--- src/rtl/counter_updown_mod.sv ---
// WIDTH-bit up/down counter with programmable modulus, clamped parallel load,
// wrap or saturate at the boundaries, a registered terminal-count pulse and a sticky overflow flag.
module counter_updown_mod #(
    parameter int     WIDTH    = 8,
    parameter longint MODULO   = 256,
    parameter bit     SATURATE = 1'b0
) (
    input  logic             clk,
    input  logic             reset,
    input  logic             en,
    input  logic             up,
    input  logic             load,
    input  logic [WIDTH-1:0] d,
    output logic [WIDTH-1:0] q,
    output logic             tc,
    output logic             ovf,
    output logic             zero
);

    // One extra bit keeps MODULO = 2^WIDTH representable without a special case.
    localparam logic [WIDTH:0] MAX = (WIDTH+1)'(MODULO - 1);
    localparam logic [WIDTH:0] ONE = (WIDTH+1)'(1);

    logic [WIDTH:0] q_ext;
    logic [WIDTH:0] q_step;
    logic [WIDTH:0] d_clamp;
    logic           tc_step;

    always_comb begin
        q_ext   = {1'b0, q};
        q_step  = q_ext;
        tc_step = 1'b0;
        if (up) begin
            if (q_ext == MAX) begin
                tc_step = 1'b1;
                q_step  = SATURATE ? q_ext : '0;
            end else begin
                q_step = q_ext + ONE;
            end
        end else begin
            if (q_ext == '0) begin
                tc_step = 1'b1;
                q_step  = SATURATE ? q_ext : MAX;
            end else begin
                q_step = q_ext - ONE;
            end
        end
        d_clamp = ({1'b0, d} > MAX) ? MAX : {1'b0, d};
    end

    // Priority: reset > load > en; idle holds q and ovf but drops tc.
    always_ff @(posedge clk) begin
        if (reset) begin
            q   <= '0;
            tc  <= 1'b0;
            ovf <= 1'b0;
        end else if (load) begin
            q   <= d_clamp[WIDTH-1:0];
            tc  <= 1'b0;
            ovf <= 1'b0;
        end else if (en) begin
            q   <= q_step[WIDTH-1:0];
            tc  <= tc_step;
            ovf <= ovf | tc_step;
        end else begin
            tc  <= 1'b0;
        end
    end

    assign zero = (q == '0);

endmodule

--- config.mk ---
export PLATFORM = sky130hd
export DESIGN_NAME = counter_updown_mod
export DESIGN_NICKNAME = d
export VERILOG_FILES = /design/src/rtl/counter_updown_mod.sv
export SDC_FILE = /design/constraint.sdc
export NUM_CORES = 1
export LEC_CHECK = 0
export ABC_CLOCK_PERIOD_IN_PS = 1800
export CAP_MARGIN = 20
export CORE_ASPECT_RATIO = 1.2
export CORE_UTILIZATION = 34
export DETAILED_ROUTE_END_ITERATION = 12
export GPL_TIMING_DRIVEN = 0
export SYNTH_ARGS = -nofsm -noshare
export SYNTH_HDL_FRONTEND = slang
export SYNTH_SLANG_ARGS = --single-unit
--- constraint.sdc ---
create_clock -name clk -period 1.8 [get_ports clk]
set_clock_uncertainty 0.15 [all_clocks]
set_input_delay 0.18 -clock clk [delete_from_list [all_inputs] [get_ports clk]]
set_output_delay 0.18 -clock clk [all_outputs]
set_load 0.01 [all_outputs]
==> After elaboration in Yosys (flattened, before gate mapping) <==
Index checks and enable logic that the tools add are counted.
Widths: inputs -> output; s select.
{ "classes": {"addsub": 2, "n_eq_ne": 1, "n_mux": 8, "bitwise_logic": 2, "reduce_logical": 4} }
{ "op_table": {"columns": ["operator", "n"], "rows": [
  ["$mux 8", 5],
  ["$add 8x1->8 const B", 1],
  ["$eq 8x8->1 const B", 1],
  ["$logic_not 8->1", 1],
  ["$sub 8x1->8 const B", 1],
  ["$mux 1", 3],
  ["$reduce_or 3->1", 1],
  ["$reduce_bool 2->1", 1],
  ["$reduce_or 2->1", 1],
  ["$not 1->1", 1],
  ["$or 1x1->1", 1]
]} }
{ "totals": {"regBits": 10, "output_inout_bits": 11} }

==> Longest topological paths before layout <==
Gate-level depths: netlist (run 1).
{ "depth": {"ltp_word": 5, "mapped_depth": 6, "ltp_nobuf": 6} }

==> Worst setup path before layout (run 1) <==
OpenSTA, ideal clock, no wires.
{ "synth_path": {"kind": "register to register", "startpoint": "reg q[4]", "endpoint": "reg q[7]", "setup_time_ps": 122, "arrival_ps": 1496, "path_slack_ps": 32, "path_stages_with_launch": 6, "n_path_buf": 1, "period_less_slack_ps": 1768, "cell_sequence": "dfxtp_1 -> buf_6 -> or4_4 -> nor2_1 -> a41oi_1 -> o311a_1"} }
{ "synth_via": {"elab_chain_len": 5, "elab_cells_between_ends": 9, "classes_between": "2 x add/sub; 1 x eq/ne; 5 x mux; 1 x reduce/logical"} }
{ "synth_rtl": {"columns": ["item", "line_no", "source"], "rows": [
  ["start, declared", "14", "output logic [WIDTH-1:0] q,"],
  ["start signal, assigned", "58", "q <= d_clamp[WIDTH-1:0];"],
  ["start signal, assigned", "62", "q <= q_step[WIDTH-1:0];"],
  ["$sub 8x1->8 (tied with other cells)", "45", "q_step = q_ext - ONE;"],
  ["$mux 8, on equally long branches", "41, 34", null],
  ["$mux 8 (*)", "33", "if (up) begin"],
  ["$mux 8 (*)", "61", "end else if (en) begin"],
  ["$mux 8 (*)", "57", "end else if (load) begin"]
]} }
Every way passes the cells marked *; elsewhere a longest branch is shown, timed or not. The select of a mux whose other input is x is not followed.
A chain may end at the register's enable or synchronous reset.

==> Worst setup path after layout (run 1) <==
{ "layout_path": {"startpoint": "reg q[6]", "endpoint": "reg q[3]"} }
{ "layout_via": {"elab_chain_len": 5, "elab_cells_between_ends": 7, "classes_between": "1 x eq/ne; 5 x mux; 1 x reduce/logical"} }
{ "layout_rtl": {"columns": ["item", "line_no"], "rows": [
  ["$eq 8x8->1 or $logic_not 8->1 (tied branches)", "34, 41"],
  ["$mux 8, on equally long branches", "34, 41"],
  ["$mux 8 (*)", "33"],
  ["$mux 8 (*)", "61"],
  ["$mux 8 (*)", "57"]
]} }
Marks and branches as above.

==> impl_metrics.py, run 1 <==
metrics = {
    "sta": {
        "max_freq_mhz": 574,
        "timing.final.ws_setup_ps": 56.7,
        "relSlewSlack_pct": 66.3,
        "tns_ps": 0,
        "rsz0062_at_grt": "yes",
        "final.period_utilization_pct": 96.8,
        "slew_viol_final": 0,
        "finalHoldViolCount": 0,
        "layout_min_cycle_time_ps": 1740,
        "finalSetupViolCount": 0,
        "hold_ws_ps": 205,
        "max_slew.worst_pin.slew_ps": 505,
    },
    "grt": {
        "grt_max_degree": 11,
        "track_usage_pct": 20.0,
        "antenna_found_initial": 0,
        "grt_overflow": 0,
        "grt_pass1_wl_mm": 4.00,
        "grt_pass1_vias": 868,
    },
    "final_layout": {
        "mostFrequentLayoutCells": "clkdlybuf4s50_1 (21), nor2_1 (9), nand2_1 (8), a21oi_1 (8), inv_1 (7)",
        "nFillCells": 218,
        "layout-drive-gt1-share_pct": 19.2,
        "final_area_sq_mm": 0.00125,
        "diodes": 0,
        "final_common_cell": "clkdlybuf4s50_1",
        "syn_to_final_growth_pct": 43.8,
        "finish.utilization_pct": 53.3,
        "fin_nets": 163,
        "fin_cells": 177,
    },
    "worst_setup_path": {
        "endpoint_kind": "flop",
        "reg2reg_from": "q[6]$_SDFFE_PP0P_",
        "crit_path_end": "q[3]$_SDFFE_PP0P_",
        "cp.arrival_ps": 1730,
        "reg2reg_depth": 4,
        "startpoint_type": "flop",
        "reg2reg_slack_ps": 60,
        "worstSetupPathType": "flop to flop",
        "cp_max_fo": 8,
        "startpoint": "q[6]$_SDFFE_PP0P_",
        "r2r-end": "q[3]$_SDFFE_PP0P_",
        "required_ps": 1790,
    },
    "placed_design": {
        "preCtsSetupSlack_ps": -404,
        "port_buffers": 22,
        "placed_cell_area_sq_mm": 0.00113,
        "dp_hpwl_mm": 1.78,
        "dp.cells": 170,
        "place.gp.congestion": 0.890,
    },
    "pwr": {
        "clockPowerShare_pct": 27.2,
        "p_sw_mw": 0.268,
        "switching_share_pct": 34.0,
        "total_power_mw": 0.789,
        "leakagePower_nw": 0.469,
        "intPower_mw": 0.521,
        "p_seq_share_pct": 33.9,
        "peakVddDrop_mv": 0.440,
        "pwr-share-comb_pct": 38.9,
        "p_per_area_mw_per_mm2": 629,
    },
    "drt": {
        "postRouteWirelength_mm": 2.50,
        "drtPass1Iterations": 4,
        "drtAntennaViolNets": 0,
        "vias_per_cell": 5.68,
        "drc": 0,
        "drt_iter0_drc": 34,
        "wl_per_cell_microns": 14.1,
        "vias": 1005,
    },
    "clock_network": {
        "cts_sinks": 10,
        "cts_buffers": 3,
        "root_buffer": "clkbuf_4",
        "clock_latency_ps": 270,
        "ctsLongestPathBuffers": 2,
        "cts_max_level": 1,
        "hold_buffers": 0,
        "cts_tree": "yes",
        "path_clk_slew_ps": 80,
    },
    "synthesis": {
        "synth_edf_count": 0,
        "avgSynthCellArea_sq_um": 7.45,
        "ys_ff_latch": 10,
        "synth-main-ff-cell": "dfxtp_1",
        "synth_compound_area_share_pct": 34.0,
        "synth-xor-area-share_pct": 3.01,
        "synth-async-reset-ratio_pct": 0,
        "ys_types": 44,
        "synthAdderAreaFrac_pct": 4.30,
        "synth_nets": 133,
        "synth_cells": 117,
        "synth-simple-area-share_pct": 23.8,
        "netlist_area_sq_um": 872,
        "synth_mux_area_share_pct": 3.44,
        "yosysWarnings": 0,
        "synth_top_family_by_area": "compound AO/OA/AOI/OAI gates",
        "yosysSeqAreaShare_pct": 23.0,
    },
    "floorplanning": {
        "die_w_microns": 48.2,
        "die_area_sq_mm": 0.00277,
        "io_pins": 24,
        "initial_core_util_pct": 37.1,
        "dieHeight_microns": 57.5,
        "core-area_sq_mm": 0.00235,
        "row_count": 19,
    },
    "worst_hold_path": {
        "timing.hold.worst.class": "primary input to flop",
    },
    "flow_run": {
        "cap_viol_max_count": 0,
    },
    "run_status": {
        "outcome": "finished clean",
    },
}
[synthesized netlist by cell type (2+ instances only)]
library cell   n  area (sq um)
a21oi_1        8          40.0
a31oi_1        3          18.8
buf_1          2          7.51
buf_2          2          10.0
clkbuf_1       3          11.3
dfxtp_1       10           200
ha_1           3          37.5
inv_1          9          33.8
mux2i_1        3          30.0
nand2_1        8          30.0
nand3_1        5          25.0
nand4_1        2          12.5
nor2_1         9          33.8
nor3_1         4          20.0
nor3b_1        2          15.0
o211ai_1       2          15.0
o21a_1         4          30.0
o21ai_0        3          15.0
o21bai_1       2          15.0
o22ai_1        4          25.0
o2bb2ai_1      2          17.5
o41ai_1        2          17.5
or3_1          2          12.5
xor2_1         3          26.3
[registers in the layout (all words and copies together) (netlist names)]
| register | cells |
|---|---|
| ovf | 1 |
| tc | 1 |
| q | 8 |
[repair_timing]
item | CTS | global route
buffers inserted | 2 | 1
pin swaps | 3 | 1
gates resized for setup | 17 | 10
endpoints found under the setup margin | 9 | 7
[critical path, cell delays in order (launching register included)]
cell and delay [ps]:
dfxtp_1 520, nand4_1 200, o221a_2 260, o41ai_1 350
o22ai_1 120
[routing by layer]
metal / up-vias / GRT usage [%] / share of wire (%)
li1: 496 / - / -
met1: 455 / 30.1 / 45
met2: 44 / 26.9 / 46
met3: 10 / 3.16 / 5.9
met4: 0 / 9.92 / 3.0
met5: - / 0 / 0
[area by class of cell]
cell class,count,area (sq um),share of cell area [%]
multi-input combinational,90,647,51.6
tap,31,38.8,3.09
buffer,8,47.5,3.79
clock buffer,4,36.3,2.89
sequential,10,210,16.8
timing repair buffer,25,238,19.0
inverter,9,36.3,2.89
[cell families after synthesis]
group / Yosys count
buffers and inverters: 17
multiplexers: 3
XOR/XNOR: 3
AO/OA/AOI/OAI: 42
AND/OR/NAND/NOR: 39
adder cells (fa/ha/maj): 3
flip-flops: 10
[worst min-delay path by stage]
stage                     startpoint  slack, ps           endpoint  cells after the start
floorplan                       d[1]        170  q[1]$_SDFFE_PP0P_                      2
global placement    ovf$_SDFFE_PP0P_        300   ovf$_SDFFE_PP0P_                      1
detailed placement  ovf$_SDFFE_PP0P_        310   ovf$_SDFFE_PP0P_                      1
CTS                            reset        190  q[1]$_SDFFE_PP0P_                      2
global route                   reset        250  q[1]$_SDFFE_PP0P_                      2
finish                         reset        200  q[1]$_SDFFE_PP0P_                      2
[power groups by stage]
stage	logic [mW]	registers (mW)	clock network (mW)
2_1_floorplan	0.167	0.269	0
3_3_place_gp	0.271	0.267	0
3_5_place_dp	0.271	0.267	0
4_1_cts	0.295	0.266	0.218
5_1_grt	0.335	0.270	0.235
6_report	0.306	0.267	0.215
(Power assumes the default switching activity.)
==> run 2, diff against run 1 <==
- SLEW_MARGIN: unset -> 10
==> results of run 2 <==
Same layout as run 1: the final DEF is identical, and so are final timing and power.
